===== config.mk =====
export PLATFORM = sky130hd
export DESIGN_NAME = uart_tx
export DESIGN_NICKNAME = d
export VERILOG_FILES = /design/src/rtl/uart_pkg.sv /design/src/rtl/uart_baud_gen.sv /design/src/rtl/uart_tx.sv
export SDC_FILE = /design/constraint.sdc
export NUM_CORES = 1
export LEC_CHECK = 0
export ABC_AREA = 1
export BUFFER_PORTS_ARGS = -buffer_cell sky130_fd_sc_hd__buf_2
export CORE_ASPECT_RATIO = 0.7
export CORE_MARGIN = 2
export CORE_UTILIZATION = 61
export CTS_CLUSTER_SIZE = 20
export DETAILED_ROUTE_END_ITERATION = 7
export PLACE_DENSITY = 0.79
export SLEW_MARGIN = 20
export SYNTH_ARGS = -nofsm -noshare
export SYNTH_HDL_FRONTEND = slang
export SYNTH_SLANG_ARGS = --single-unit

===== constraint.sdc =====
create_clock -name uart_clk -period 2.3 [get_ports uart_clk]
set_input_delay 0.23 -clock uart_clk [delete_from_list [all_inputs] [get_ports uart_clk]]
set_output_delay 0.23 -clock uart_clk [all_outputs]
set_load 0.02 [all_outputs]

===== src/rtl/uart_pkg.sv =====
// Shared UART definitions: transmitter state encoding, frame width and
// the baud-rate divisor helper used by both directions.
package uart_pkg;

   typedef enum logic [1:0] {IDLE, START, DATA, STOP} uart_tx_state_t;

   localparam int DATA_BITS = 8;

   function automatic int clks_per_bit(input int clk_freq, input int baud);
      return (clk_freq + baud / 2) / baud;
   endfunction

endpackage


===== src/rtl/uart_baud_gen.sv =====
// Bit-period down-counter. Holding start high runs it, and bit_done pulses on
// the last cycle of each bit. Dropping start parks the counter at zero.
module uart_baud_gen #(
   parameter int CLKS_PER_BIT = 872
) (
   input  logic uart_clk,
   input  logic reset,
   input  logic start,
   output logic bit_done
);

   localparam int CNT_W = (CLKS_PER_BIT > 1) ? $clog2(CLKS_PER_BIT) : 1;
   localparam logic [CNT_W-1:0] RELOAD = CNT_W'(CLKS_PER_BIT - 1);

   logic [CNT_W-1:0] cnt;
   logic             run;

   generate
      if (CLKS_PER_BIT < 2) begin : g_cpb_check
         $error("uart_baud_gen: CLKS_PER_BIT must be at least 2");
      end
   endgenerate

   // The counter sits at zero while idle, so the first running cycle reloads.
   always_ff @(posedge uart_clk) begin
      if (reset || !start) begin
         cnt <= '0;
         run <= 1'b0;
      end else begin
         run <= 1'b1;
         cnt <= (cnt == '0) ? RELOAD : cnt - CNT_W'(1);
      end
   end

   assign bit_done = run && (cnt == '0);

endmodule


===== src/rtl/uart_tx.sv =====
// 8N1/8N2 UART transmitter with a valid/ready byte input and a registered TX pin.
//   state | meaning
//   IDLE  | line high, ready for a byte
//   START | start bit (low)
//   DATA  | data bits, LSB first
//   STOP  | stop bit(s), high
module uart_tx
   import uart_pkg::*;
#(
   parameter int CLK_FREQ  = 100_500_000,
   parameter int BAUD      = 115200,
   parameter int STOP_BITS = 1
) (
   input  logic       uart_clk,
   input  logic       reset,
   input  logic [7:0] tx_data,
   input  logic       tx_valid,
   output logic       tx_ready,
   output logic       tx,
   output logic       busy
);

   localparam int CLKS_PER_BIT = clks_per_bit(CLK_FREQ, BAUD);
   localparam logic [2:0] LAST_BIT = 3'(DATA_BITS - 1);
   localparam logic LAST_STOP = (STOP_BITS == 2);

   generate
      if (STOP_BITS != 1 && STOP_BITS != 2) begin : g_stop_check
         $error("uart_tx: STOP_BITS must be 1 or 2");
      end
   endgenerate

   uart_tx_state_t state, state_n;
   logic [7:0] shift_reg, shift_n;
   logic [2:0] bit_idx, bit_idx_n;
   logic       stop_idx, stop_idx_n;
   logic       tx_n, ready_n, busy_n;
   logic       bit_done;

   uart_baud_gen #(.CLKS_PER_BIT(CLKS_PER_BIT)) u_baud (
      .uart_clk (uart_clk),
      .reset    (reset),
      .start    (state_n != IDLE),
      .bit_done (bit_done)
   );

   always_ff @(posedge uart_clk) begin
      if (reset) begin
         state     <= IDLE;
         shift_reg <= '0;
         bit_idx   <= '0;
         stop_idx  <= 1'b0;
         tx        <= 1'b1;
         tx_ready  <= 1'b1;
         busy      <= 1'b0;
      end else begin
         state     <= state_n;
         shift_reg <= shift_n;
         bit_idx   <= bit_idx_n;
         stop_idx  <= stop_idx_n;
         tx        <= tx_n;
         tx_ready  <= ready_n;
         busy      <= busy_n;
      end
   end

   always_comb begin
      state_n    = state;
      shift_n    = shift_reg;
      bit_idx_n  = bit_idx;
      stop_idx_n = stop_idx;
      unique case (state)
         IDLE: begin
            if (tx_valid) begin
               shift_n = tx_data;
               state_n = START;
            end
         end
         START: begin
            if (bit_done) begin
               bit_idx_n = '0;
               state_n   = DATA;
            end
         end
         DATA: begin
            if (bit_done) begin
               shift_n = shift_reg >> 1;
               if (bit_idx == LAST_BIT) begin
                  stop_idx_n = 1'b0;
                  state_n    = STOP;
               end else begin
                  bit_idx_n = bit_idx + 3'd1;
               end
            end
         end
         STOP: begin
            if (bit_done) begin
               if (stop_idx == LAST_STOP) state_n = IDLE;
               else stop_idx_n = 1'b1;
            end
         end
         default: state_n = IDLE;
      endcase

      // Outputs are decoded from the next state so they register alongside it.
      tx_n    = (state_n == START) ? 1'b0 :
                (state_n == DATA)  ? shift_n[0] : 1'b1;
      ready_n = (state_n == IDLE);
      busy_n  = (state_n != IDLE);
   end

endmodule


# Word level (Yosys, flattened, before mapping)
# Index checks and enable logic that the tools add are counted.
[totals] ff_bits=28 input_bits=11 elab_cells=62
[classes] addsub=2 eq_ne=12 mux=23 n_reduce_logical=14
[ops] operator="two-way mux 8 bit" n=2
[ops] operator="case mux 8 bit (2 select lines)" n=1
[ops] operator="two-way mux 2 bit" n=6
[ops] operator="inequality test 2 bit (second input constant)" n=6
[ops] operator="logical NOT 10 bit" n=1
[ops] operator="two-way mux 10 bit" n=1
[ops] operator="subtractor 10 x 1 -> 10 bit (second input constant)" n=1
[ops] operator="two-way mux 3 bit" n=3
[ops] operator="case mux 2 bit (4 select lines)" n=1
[ops] operator="AND reduction 4 bit" n=2
[ops] operator="nonzero test 2 bit" n=4
[ops] operator="two-way mux 1 bit" n=7
[ops] operator="== test 2 bit (second input constant)" n=3
[ops] operator="case mux 3 bit (2 select lines)" n=1
[ops] operator="== test 2 x 1 -> 1 bit (second input constant)" n=2
[ops] operator="logical NOT 2 bit" n=2
[ops] operator="adder 3 x 1 -> 3 bit (second input constant)" n=1
[ops] operator="== test 3 bit (second input constant)" n=1
[ops] operator="AND reduction 3 bit" n=1
[ops] operator="case mux 1 bit (2 select lines)" n=1
[ops] operator="OR reduction 2 bit" n=1
[ops] operator="logical AND 1 bit" n=1
[ops] operator="logical NOT 1 bit" n=1
[ops] operator="logical OR 1 bit" n=1

# Longest topological paths before layout
# Gate-level depths: netlist of the first run.
[depth] depth_word=8 ltp_mapped=12 ltp_nobuf=12

# Hierarchy
# Synthesis of the first run repeated with hierarchy kept, for this count alone.
[unflattened] cells_unflattened=184 hier_area_um2=1296.2
[modules_own_cells] mod="uart_tx" instances=1 cells_per_inst=112 area_each_um2=772.0
[modules_own_cells] mod="uart_baud_gen" instances=1 cells_per_inst=72 area_each_um2=524.3

# Worst setup path before layout of the first run
# Ideal clock, no wire load.
[synth_timing] path_kind="register to register" from="reg u_baud.cnt[0]" to="reg u_baud.cnt[9]" setup_ns=0.061 arrival_time_ns=1.509 t_required_ns=2.239 setup_slack_ns=0.730 path_stages_with_launch=13 n_path_buf=0 path_cell_list="dfxtp_1 -> inv_1 -> ha_1 -> inv_1 -> nor2_2 -> nand3_2 -> nor2_4 -> nand4_1 -> nand2_1 -> nand2_2 -> nand2_4 -> inv_4 -> nor2_4"
[synth_between] elab_chain_len=7
[synth_rtl] item="start, declared" line="uart_baud_gen.sv:15" source="logic [CNT_W-1:0] cnt;"
[synth_rtl] item="start signal, assigned" line="uart_baud_gen.sv:31" source="cnt <= (cnt == '0) ? RELOAD : cnt - CNT_W'(1);"
[synth_rtl] item="logical NOT 10 bit" line="uart_baud_gen.sv:31, uart_baud_gen.sv:35"
[synth_rtl] item="logical AND 1 bit" line="uart_baud_gen.sv:35" source="assign bit_done = run && (cnt == '0);"
[synth_rtl] item="two-way mux 2 bit, on equally long branches" line="uart_tx.sv:97, uart_tx.sv:80, uart_tx.sv:86"
[synth_rtl] item="case mux 2 bit (4 select lines)" line="uart_tx.sv:72" source="unique case (state)"
[synth_rtl] item="nonzero test 2 bit" line="uart_tx.sv:43" source=".start (state_n != IDLE),"
[synth_rtl] item="logical NOT 1 bit" line="uart_baud_gen.sv:26" source="if (reset || !start) begin"
[synth_rtl] item="logical OR 1 bit" line="uart_baud_gen.sv:26"
# Several ways; a longest one is shown, not always the timed one.
# A chain may end at the register's enable or synchronous reset.

# Final worst setup path of the first run
[layout_timing] from="reg u_baud.cnt[0]" to="reg shift_reg[2]"
[layout_between] elab_chain_len=4
[layout_rtl] item="logical NOT 10 bit" line="uart_baud_gen.sv:35"
[layout_rtl] item="logical AND 1 bit" line="uart_baud_gen.sv:35"
[layout_rtl] item="inequality test 2 bit (no line)"
[layout_rtl] item="AND reduction 3 bit (no line)"
[layout_rtl] item="end signal, assigned" line="uart_tx.sv:58" source="shift_reg <= shift_n;"
[layout_rtl] item="end, declared" line="uart_tx.sv:34" source="logic [7:0] shift_reg, shift_n;"
# Every way passes these cells.

==> results of run 1 <==
[power by group]
| part | total (mW) | internal, mW | switching [mW] |
|---|---|---|---|
| sequential | 0.645 | 0.560 | 0.0856 |
| combinational | 0.718 | 0.254 | 0.464 |
| clock | 0.212 | 0.0667 | 0.146 |
[worst min path at each step]
stage | start | end | slack, ns | cells past startpoint
6_report | tx_data[5] | shift_reg[5]$_SDFFE_PP0P_ | 0.14 | 3
5_1_grt | tx_data[3] | shift_reg[3]$_SDFFE_PP0P_ | 0.15 | 3
4_1_cts | tx_data[5] | shift_reg[5]$_SDFFE_PP0P_ | 0.13 | 3
3_5_place_dp | bit_idx[0]$_SDFFE_PP0P_ | bit_idx[0]$_SDFFE_PP0P_ | 0.46 | 1
3_3_place_gp | bit_idx[0]$_SDFFE_PP0P_ | bit_idx[0]$_SDFFE_PP0P_ | 0.45 | 1
2_1_floorplan | tx_data[7] | shift_reg[7]$_SDFFE_PP0P_ | 0.37 | 2
[routing by layer]
| layer | track usage [%] | wire length (um) | up-vias |
|---|---|---|---|
| met1 | 37.7 | 1360 | 498 |
| met4 | 4.44 | 24 | 0 |
| met5 | 0 | 0 | - |
| li1 | - | - | 603 |
| met3 | 5.79 | 252 | 6 |
| met2 | 32.5 | 1030 | 58 |
[metrics by stage]
step	std cells	total power, mW
floorplan	183	1.20
CTS	223	1.58
global route	223	1.70
finish	223	1.58
global placement	219	1.35
detailed placement	219	1.36
[Yosys cell counts (2+ instances only)]
cell type / instances
nand2_1: 48
nor2_1: 29
dfxtp_1: 27
inv_1: 24
nand3_1: 8
a21oi_1: 6
a31oi_1: 6
o21ai_0: 5
xor2_1: 5
ha_1: 4
nand2_2: 3
nor2_2: 3
nor2_4: 3
nand4_1: 2
[logic make-up after synthesis]
logic type | after synthesis
flip-flops | 27
AND/OR/NAND/NOR | 102
AO/OA/AOI/OAI | 18
XOR/XNOR | 6
buffers and inverters | 26
adder cells (fa/ha/maj) | 4
[layout make-up]
class | instances | area (um2)
fill | 190 | 674
multi-input combinational | 130 | 666
sequential | 27 | 541
inverter | 25 | 96.3
timing repair buffer | 13 | 65.1
tap | 24 | 30.0
clock buffer | 3 | 22.5
clock inverter | 1 | 7.51
[worst register-to-register path, stage by stage (launching register included)]
cell     delay, ns
dfxtp_1       0.35
inv_1         0.15
ha_1          0.20
inv_1         0.06
nor2_2        0.15
nand3_2       0.13
nor2_4        0.16
nand3_1       0.17
inv_1         0.21
nand2_1       0.07
a31oi_1       0.16
==> metrics.md, run 1 <==
| Metric | Value |
|---|---|
| Seq/Total Area, Yosys | `41.1%` |
| Die Width | `59.5 um` |
| Resize count post-CTS | `0` |
| Synth Register Bits | `27` |
| Post-route ant nets | `0` |
| Worst-case reg-to-reg path depth | `10` |
| Syn-to-layout area delta | `8.46%` |
| Setup CP Type | `reg -> reg` |
| CP max FO | `6` |
| Most frequent cells in the layout | `nand2_1, nor2_1, dfxtp_1` |
| WL/cell | `12.0 um` |
| Drt total wl | `2670 um` |
| CTS clk-pin slew, worst paths | `0.15 ns` |
| Asr flop ratio synth | `0%` |
| Pleak | `0.708 nW` |
| Final Hold Viols | `0` |
| Max_cap viols | `0` |
| Max reg flops | `10` |
| Row count | `14` |
| TritonRoute pass-1 iters | `4` |
| Critical Path End | `shift_reg[2]$_SDFFE_PP0P_` |
| Setup-failing EPs final | `0` |
| Worst slew pin tran | `0.341 ns` |
| Starting Density | `62.6%` |
| Hold WC Path Type | `in -> reg` |
| Final period utilization | `82.1%` |
| VDD IR max | `671 uV` |
| Final core area utilization | `67.9%` |
| Hold_ws | `0.138 ns` |
| Total global routing overflow | `0` |
| Clock tree sinks | `27` |
| WP depth | `10` |
| DP Wirelength | `2170 um` |
| Share of post-route cells with drive strength above 1 | `15.6%` |
| Startpoint Class | `flip-flop` |
| Top delay family on crit path | `simple AND/OR/NAND/NOR gates` |
| Syn Inst Count | `183` |
| Worst setup path start | `u_baud.cnt[0]$_SDFF_PP0_` |
| Drt drc | `0` |
| DRT iter0 DRCs | `79` |
| Post-DP Area | `1400 um2` |
| Dominant cells by area after synthesis | `dfxtp_1, nand2_1, nor2_1, inv_1, ha_1` |
| Final worst path period need | `1.89 ns` |
| Final setup margin | `0.412 ns` |
| Slew Limit Fails | `0` |
| Syn nets | `198` |
| First-pass GRT wire length | `4610 um` |
| Crit end category | `flip-flop` |
| CTS H-tree depth | `1` |
| DR vias/cell | `5.22` |
| Syn_area_per_cell | `7.19 um2` |
| Reg-to-Reg Start | `u_baud.cnt[0]$_SDFF_PP0_` |
| CTS tree | `yes` |
| Largest net degree at the start of global routing | `17` |
| PortBufs | `13` |
| Final RePlAce weighted congestion | `0.938` |
| Crit path top cell by count | `inv_1` |
| Setup_tns | `0 ns` |
| Top-level I/O count | `14` |
| Outcome | `complete, no violations` |
| Commonest non-fill, non-tap cell in the layout | `nand2_1` |
| Post-synthesis mux area share | `0%` |
| EDFF count, synth | `0` |
| DR vias | `1165` |
| Final Instance Area | `1430 um2` |
| Number of global-route vias before repair | `1048` |
| Arrival time of the worst setup path | `2.15 ns` |
| Num CTS Buffers | `3` |
| Core Footprint | `2100 um2` |
| RSZ-0062 raised after global routing | `no` |
| Postcts setup bufs | `0` |
| Fraction of the mapped netlist area in compound gates | `7.51%` |
| Initial antenna violation count | `0` |
| CTS root buf | `clkbuf_4` |
| Clock Skew | `0.0129 ns` |
| WP buf/inv | `3` |
| Max stage delay on crit path | `0.35 ns` |
| Crit-path cells | `inv_1 -> ha_1 -> inv_1 -> nor2_2 -> nand3_2 -> nor2_4 -> nand3_1 -> inv_1 -> nand2_1 -> a31oi_1` |
| CP max-delay cell | `dfxtp_1` |
| Die height | `42.9 um` |
| Die area | `2550 um2` |
| Largest area contributor in the netlist | `dfxtp_1` |
| Syn. warnings | `0` |
| Max clock buf depth | `2` |
| Largest family of logic cells by synthesized area | `simple AND/OR/NAND/NOR gates` |
| Antenna Diode Count | `0` |
| Synth Cell Area | `1320 um2` |
| Post-Synth Adder-Cell Area | `3.80%` |
| Skew-Pair Late Insertion Delay | `0.34 ns` |
| Nets | `215` |
| Flop2flop setup slack | `0.41 ns` |
| Synth unique cells | `24` |
| Post-synthesis simple-gate area fraction | `35.3%` |
| Ys flop type | `dfxtp_1` |
| Req. time, crit path | `2.56 ns` |
| GRT Overall Usage | `23.8%` |
| Xor/xnor share of the synthesized area | `3.99%` |
| Rel. slew slack | `77.1%` |
| Pwr/cell area | `1100 nW/um2` |
| Hold buffer count at cts | `0` |
| Area share of the leading cell type in the synthesized netlist | `41.1%` |
| Critical R2R Capture | `shift_reg[2]$_SDFFE_PP0P_` |
| Pre-CTS WS | `0.488 ns` |
| Max Clk Rate | `530 MHz` |
No activity file was read; power rests on OpenSTA's default activity.
==> run 2: changes to the inputs <==
--- a/config.mk
+++ b/config.mk
@@ -9,10 +9,10 @@
 export BUFFER_PORTS_ARGS = -buffer_cell sky130_fd_sc_hd__buf_2
 export CORE_ASPECT_RATIO = 0.7
 export CORE_MARGIN = 2
-export CORE_UTILIZATION = 61
+export CORE_UTILIZATION = 56
 export CTS_CLUSTER_SIZE = 20
 export DETAILED_ROUTE_END_ITERATION = 7
-export PLACE_DENSITY = 0.79
+export PLACE_DENSITY = 0.74
 export SLEW_MARGIN = 20
 export SYNTH_ARGS = -nofsm -noshare
 export SYNTH_HDL_FRONTEND = slang
==> constraint.sdc (replaced) <==
create_clock -name uart_clk -period 1.8 [get_ports uart_clk]
set_input_delay 0.18 -clock uart_clk [delete_from_list [all_inputs] [get_ports uart_clk]]
set_output_delay 0.18 -clock uart_clk [all_outputs]
set_load 0.02 [all_outputs]
==> metrics.md, run 2 (synthesis results as in run 1) <==
| Metric | Value |
|---|---|
| WHS Path Cells | `3` |
| Clock tree sinks | `27` |
| Top delay family on crit path | `simple AND/OR/NAND/NOR gates` |
| Max Clk Rate | `595 MHz` |
| Flop pwr share | `38.7%` |
| Nets | `220` |
| Setup CP Type | `reg -> reg` |
| Design Power | `2.16 mW` |
| DP Wirelength | `2140 um` |
| Commonest non-fill, non-tap cell in the layout | `nand2_1` |
| Hold WC Path Type | `in -> reg` |
| Top-level I/O count | `14` |
| Final Instance Area | `1510 um2` |
| Clock Power Share | `12.2%` |
| Final Hold Viols | `0` |
| Max_cap viols | `0` |
| Die area | `2760 um2` |
| Max clock buf depth | `2` |
| Max stage delay on crit path | `0.35 ns` |
| Max reg flops | `10` |
| Antenna Diode Count | `0` |
| CTS root buf | `clkbuf_4` |
| WL/cell | `11.8 um` |
| TritonRoute pass-1 iters | `4` |
| Outcome | `complete, no violations` |
| Worst slew pin tran | `0.380 ns` |
| Post-route ant nets | `0` |
| CTS H-tree depth | `1` |
| Starting Density | `60.1%` |
| GRT Overall Usage | `22.6%` |
| Die height | `44.6 um` |
| Post-DP Area | `1420 um2` |
| Rel. slew slack | `74.4%` |
| Row count | `14` |
| Crit-path cells | `inv_1 -> ha_2 -> inv_1 -> nor2_4 -> nand3_4 -> nor2_4 -> nand4_1 -> nand2_1 -> nand2_2 -> nand2_4 -> nand2_4 -> nor2_1` |
| Die Width | `61.9 um` |
| Startpoint Class | `flip-flop` |
| Num CTS Buffers | `3` |
| CP max-delay cell | `dfxtp_2` |
| Worst-case reg-to-reg path depth | `12` |
| Final worst path period need | `1.68 ns` |
| Clock Skew | `0.00877 ns` |
| Drt drc | `0` |
| Largest net degree at the start of global routing | `17` |
| Pleak | `0.731 nW` |
| Setup-failing EPs final | `0` |
| CP max FO | `4` |
| Syn-to-layout area delta | `14.7%` |
| Net Sw Frac | `44.1%` |
| CTS clk-pin slew, worst paths | `0.14 ns` |
| CTS tree | `yes` |
| Final RePlAce weighted congestion | `0.924` |
| Skew-Pair Late Insertion Delay | `0.33 ns` |
| Number of global-route vias before repair | `990` |
| Pint | `1.21 mW` |
| Req. time, crit path | `2.07 ns` |
| Core Footprint | `2190 um2` |
| Share of post-route cells with drive strength above 1 | `22.1%` |
| Slew Limit Fails | `0` |
| Arrival time of the worst setup path | `1.95 ns` |
| Total global routing overflow | `0` |
| RSZ-0062 raised after global routing | `yes` |
| Crit end category | `flip-flop` |
| First-pass GRT wire length | `4510 um` |
| Initial antenna violation count | `0` |
| Drt total wl | `2780 um` |
| WP depth | `12` |
| Logic pwr share | `49.1%` |
| Pwr/cell area | `1430 nW/um2` |
| DR vias/cell | `5.01` |
| DR vias | `1183` |
| PortBufs | `13` |
| WP buf/inv | `2` |
| VDD IR max | `1140 uV` |
| DRT iter0 DRCs | `87` |
| Most frequent cells in the layout | `nand2_1, nor2_1, dfxtp_1` |
| Net Sw Power | `0.952 mW` |
| Final period utilization | `93.4%` |
## run 2: cell count changes in the layout (fill, tap and decap cells not counted), sizes merged
cell  previous run  this run
buf             13        18
## run 2: per-layer routing
metal	wire, um	GRT usage, %
met4	11	5.11
met2	1050	26.7
met3	203	8.77
met5	0	0
met1	1520	37.0
## run 2: final cells by class
class,instances,area (um2)
fill,187,679
clock inverter,1,7.51
sequential,27,543
clock buffer,3,22.5
multi-input combinational,130,698
tap,32,40.0
inverter,25,96.3
timing repair buffer,18,103
## run 2: worst paths after layout
path / startpoint / slack, ns / end
min reg2reg: shift_reg[7]$_SDFFE_PP0P_ / 0.48 / shift_reg[7]$_SDFFE_PP0P_
max reg2reg: u_baud.cnt[1]$_SDFF_PP0_ / 0.12 / u_baud.cnt[7]$_SDFF_PP0_
max: u_baud.cnt[1]$_SDFF_PP0_ / 0.12 / u_baud.cnt[7]$_SDFF_PP0_
min: tx_data[7] / 0.09 / shift_reg[7]$_SDFFE_PP0P_
## run 2: stage by stage
| stage | TNS, ns | hold slack [ns] | utilization [%] | worst slack (ns) | std cells |
|---|---|---|---|---|---|
| 6_report | 0 | 0.0909 | 69.0 | 0.119 | 236 |
| 3_3_place_gp | 0 | 0.440 | 65.0 | 0.182 | 229 |
| 2_1_floorplan | 0 | 0.325 | - | 0.230 | 183 |
| 3_5_place_dp | 0 | 0.456 | 65.0 | 0.121 | 229 |
| 5_1_grt | -0.0918 | 0.0906 | 69.0 | -0.0228 | 236 |
| 4_1_cts | 0 | 0.0854 | 66.3 | 0.0706 | 233 |
## run 2: power by group through the flow
stage / clock network (mW) / registers [mW] / logic [mW]
final: 0.262 / 0.836 / 1.06
after global routing: 0.298 / 0.846 / 1.19
after CTS: 0.276 / 0.822 / 0.947
after detailed placement: 0 / 0.832 / 0.945
after global placement: 0 / 0.829 / 0.926
after floorplan: 0 / 0.832 / 0.706
## run 2: timing repair
| item | CTS | global route |
|---|---|---|
| resized for setup | 0 | 12 |
| setup endpoints to repair | 0 | 22 |
| buffers inserted | 0 | 3 |
| hold buffers | 0 | 0 |
## run 2: tightest hold or removal path, delay by kind of cell
kind,cells,cell delay (ns)
and+or+nand+nor,1,0.06
buffers and inverters,1,0.10
AOI/OAI and AO/OA,1,0.06
==> run 3: changes to the inputs <==
--- a/config.mk
+++ b/config.mk
@@ -7,12 +7,14 @@
 export LEC_CHECK = 0
 export ABC_AREA = 1
 export BUFFER_PORTS_ARGS = -buffer_cell sky130_fd_sc_hd__buf_2
+export CELL_PAD_IN_SITES_DETAIL_PLACEMENT = 1
+export CELL_PAD_IN_SITES_GLOBAL_PLACEMENT = 2
 export CORE_ASPECT_RATIO = 0.7
 export CORE_MARGIN = 2
-export CORE_UTILIZATION = 56
+export CORE_UTILIZATION = 32
 export CTS_CLUSTER_SIZE = 20
 export DETAILED_ROUTE_END_ITERATION = 7
-export PLACE_DENSITY = 0.74
+export PLACE_DENSITY = 0.73
 export SLEW_MARGIN = 20
 export SYNTH_ARGS = -nofsm -noshare
 export SYNTH_HDL_FRONTEND = slang
==> metrics.md, run 3 (synthesis results as in run 1) <==
| Metric | Value |
|---|---|
| GRT Overall Usage | `16.0%` |
| Max reg flops | `10` |
| Final Hold Viols | `0` |
| Initial antenna violation count | `0` |
| DRT iter0 DRCs | `33` |
| Clock Power Share | `15.9%` |
| CTS H-tree depth | `1` |
| Slew Limit Fails | `0` |
| Commonest non-fill, non-tap cell in the layout | `nand2_1` |
| Top-level I/O count | `14` |
| Max Clk Rate | `572 MHz` |
| Setup_tns | `0 ns` |
| Setup-failing EPs final | `0` |
| Skew-Pair Late Insertion Delay | `0.28 ns` |
| Pwr/cell area | `1430 nW/um2` |
| Max_cap viols | `0` |
| Rel. slew slack | `75.7%` |
| DR vias/cell | `4.53` |
| DR vias | `1187` |
| CTS root buf | `clkbuf_8` |
| Net Sw Frac | `42.1%` |
| Drt total wl | `3290 um` |
| Total global routing overflow | `0` |
| Post-route ant nets | `0` |
| Die height | `57.7 um` |
| Logic pwr share | `48.3%` |
| Worst-case reg-to-reg path depth | `12` |
| Hold buffer count at cts | `0` |
| Antenna Diode Count | `0` |
| Final period utilization | `97.2%` |
| RSZ-0062 raised after global routing | `yes` |
| VDD IR max | `673 uV` |
| Hold_ws | `0.157 ns` |
| Crit-path cells | `inv_2 -> ha_2 -> inv_1 -> nor2_2 -> nand3_2 -> nor2_4 -> nand4_1 -> nand2_2 -> nand2_4 -> nand2_8 -> nand2_4 -> nor2_1` |
| Pleak | `0.777 nW` |
| Num CTS Buffers | `3` |
| WL/cell | `12.5 um` |
| Startpoint Class | `flip-flop` |
| Die area | `4650 um2` |
| Arrival time of the worst setup path | `1.96 ns` |
| Die Width | `80.7 um` |
| Final worst path period need | `1.75 ns` |
| Top delay family on crit path | `simple AND/OR/NAND/NOR gates` |
| Max stage delay on crit path | `0.35 ns` |
| Starting Density | `33.6%` |
| WP buf/inv | `2` |
| Nets | `226` |
| Worst slew pin tran | `0.361 ns` |
| Clock Skew | `0.0100 ns` |
| TritonRoute pass-1 iters | `4` |
| WHS Path Cells | `3` |
| PortBufs | `13` |
| Number of global-route vias before repair | `1263` |
| Hold WC Path Type | `in -> reg` |
| First-pass GRT wire length | `5820 um` |
| Share of post-route cells with drive strength above 1 | `24.3%` |
| WP depth | `12` |
| Flop pwr share | `35.9%` |
| Crit path top cell by count | `nand2_4` |
| Largest net degree at the start of global routing | `18` |
| DP Wirelength | `2510 um` |
| CTS clk-pin slew, worst paths | `0.11 ns` |
| Most frequent cells in the layout | `nand2_1, nor2_1, dfxtp_1` |
| CTS tree | `yes` |
| Pint | `1.33 mW` |
| Core Footprint | `3920 um2` |
| CP max FO | `4` |
| Final RePlAce weighted congestion | `0.814` |
| Setup CP Type | `reg -> reg` |
| Req. time, crit path | `2.01 ns` |
| Drt drc | `0` |
| Net Sw Power | `0.972 mW` |
| Outcome | `complete, no violations` |
| CP max-delay cell | `dfxtp_2` |
| Max clock buf depth | `2` |
| Clock tree sinks | `27` |
| Row count | `19` |
| Filler Cell Count | `499` |
| Syn-to-layout area delta | `22.1%` |
| Crit end category | `flip-flop` |
| Design Power | `2.31 mW` |
-- run 3: cell types whose count changed in the layout (fill, tap and decap cells not counted), moves of 2 or more --
cell	before	now
clkbuf_8	0	3
buf_4	5	11
inv_1	22	20
inv_2	2	4
clkbuf_4	3	0
nor2_1	26	29
inv_6	0	2
nor2_2	5	3
-- run 3: final cells by class --
type,count,area [um2],area share [%]
clock buffers,3,41.3,2.57
flip-flops and latches,27,543,33.8
repair buffers,24,148,9.18
multi-input cells,130,703,43.7
clock inverters,1,8.76,0.545
inverters,25,98.8,6.15
well taps,52,65.1,4.05
-- run 3: timing repair --
action	4_1_cts	5_1_grt
endpoints found under the setup margin	0	21
resized for setup	0	14
setup buffers	0	6
-- run 3: power groups by stage --
stage	Clock (mW)	Sequential (mW)	Combinational, mW
final	0.366	0.827	1.11
after CTS	0.386	0.822	1.00
after global routing	0.415	0.846	1.26
after global placement	0	0.833	1.00
after detailed placement	0	0.834	0.994
after floorplan	0	0.832	0.706
-- run 3: worst reg2reg max path, stage by stage (launching register included) --
cell,delay [ns]
dfxtp_2,0.35
inv_2,0.06
ha_2,0.18
inv_1,0.05
nor2_2,0.13
nand3_2,0.12
nor2_4,0.17
nand4_1,0.16
nand2_2,0.13
nand2_4,0.08
nand2_8,0.10
nand2_4,0.07
nor2_1,0.09
-- run 3: routing by layer --
| layer | vias up | wire length, um | part of all wire (%) | global-route usage (%) |
|---|---|---|---|---|
| li1 | 627 | - | - | - |
| met1 | 550 | 1820 | 55 | 24.5 |
| met2 | 8 | 1360 | 41 | 23.5 |
| met3 | 2 | 90 | 2.7 | 3.89 |
| met4 | 0 | 21 | 0.64 | 2.18 |
| met5 | - | 0 | 0 | 0 |
-- run 3: worst paths after layout --
path / slack [ns] / end / startpoint
worst max-delay path: 0.05 / u_baud.cnt[7]$_SDFF_PP0_ / u_baud.cnt[1]$_SDFF_PP0_
worst min-delay path: 0.16 / shift_reg[7]$_SDFFE_PP0P_ / tx_data[7]
worst max register to register: 0.05 / u_baud.cnt[7]$_SDFF_PP0_ / u_baud.cnt[1]$_SDFF_PP0_
worst min register to register: 0.47 / shift_reg[7]$_SDFFE_PP0P_ / shift_reg[7]$_SDFFE_PP0P_
-- run 3: stage by stage --
stage / area (um2) / setup WS [ns] / std cells / utilization [%]
3_3_place_gp: 1470 / 0.143 / 252 / 37.5
2_1_floorplan: 1320 / 0.230 / 183 / -
5_1_grt: 1610 / -0.0465 / 262 / 41.0
4_1_cts: 1520 / 0.0537 / 256 / 38.8
6_report: 1610 / 0.0506 / 262 / 41.0
3_5_place_dp: 1470 / 0.0942 / 252 / 37.5
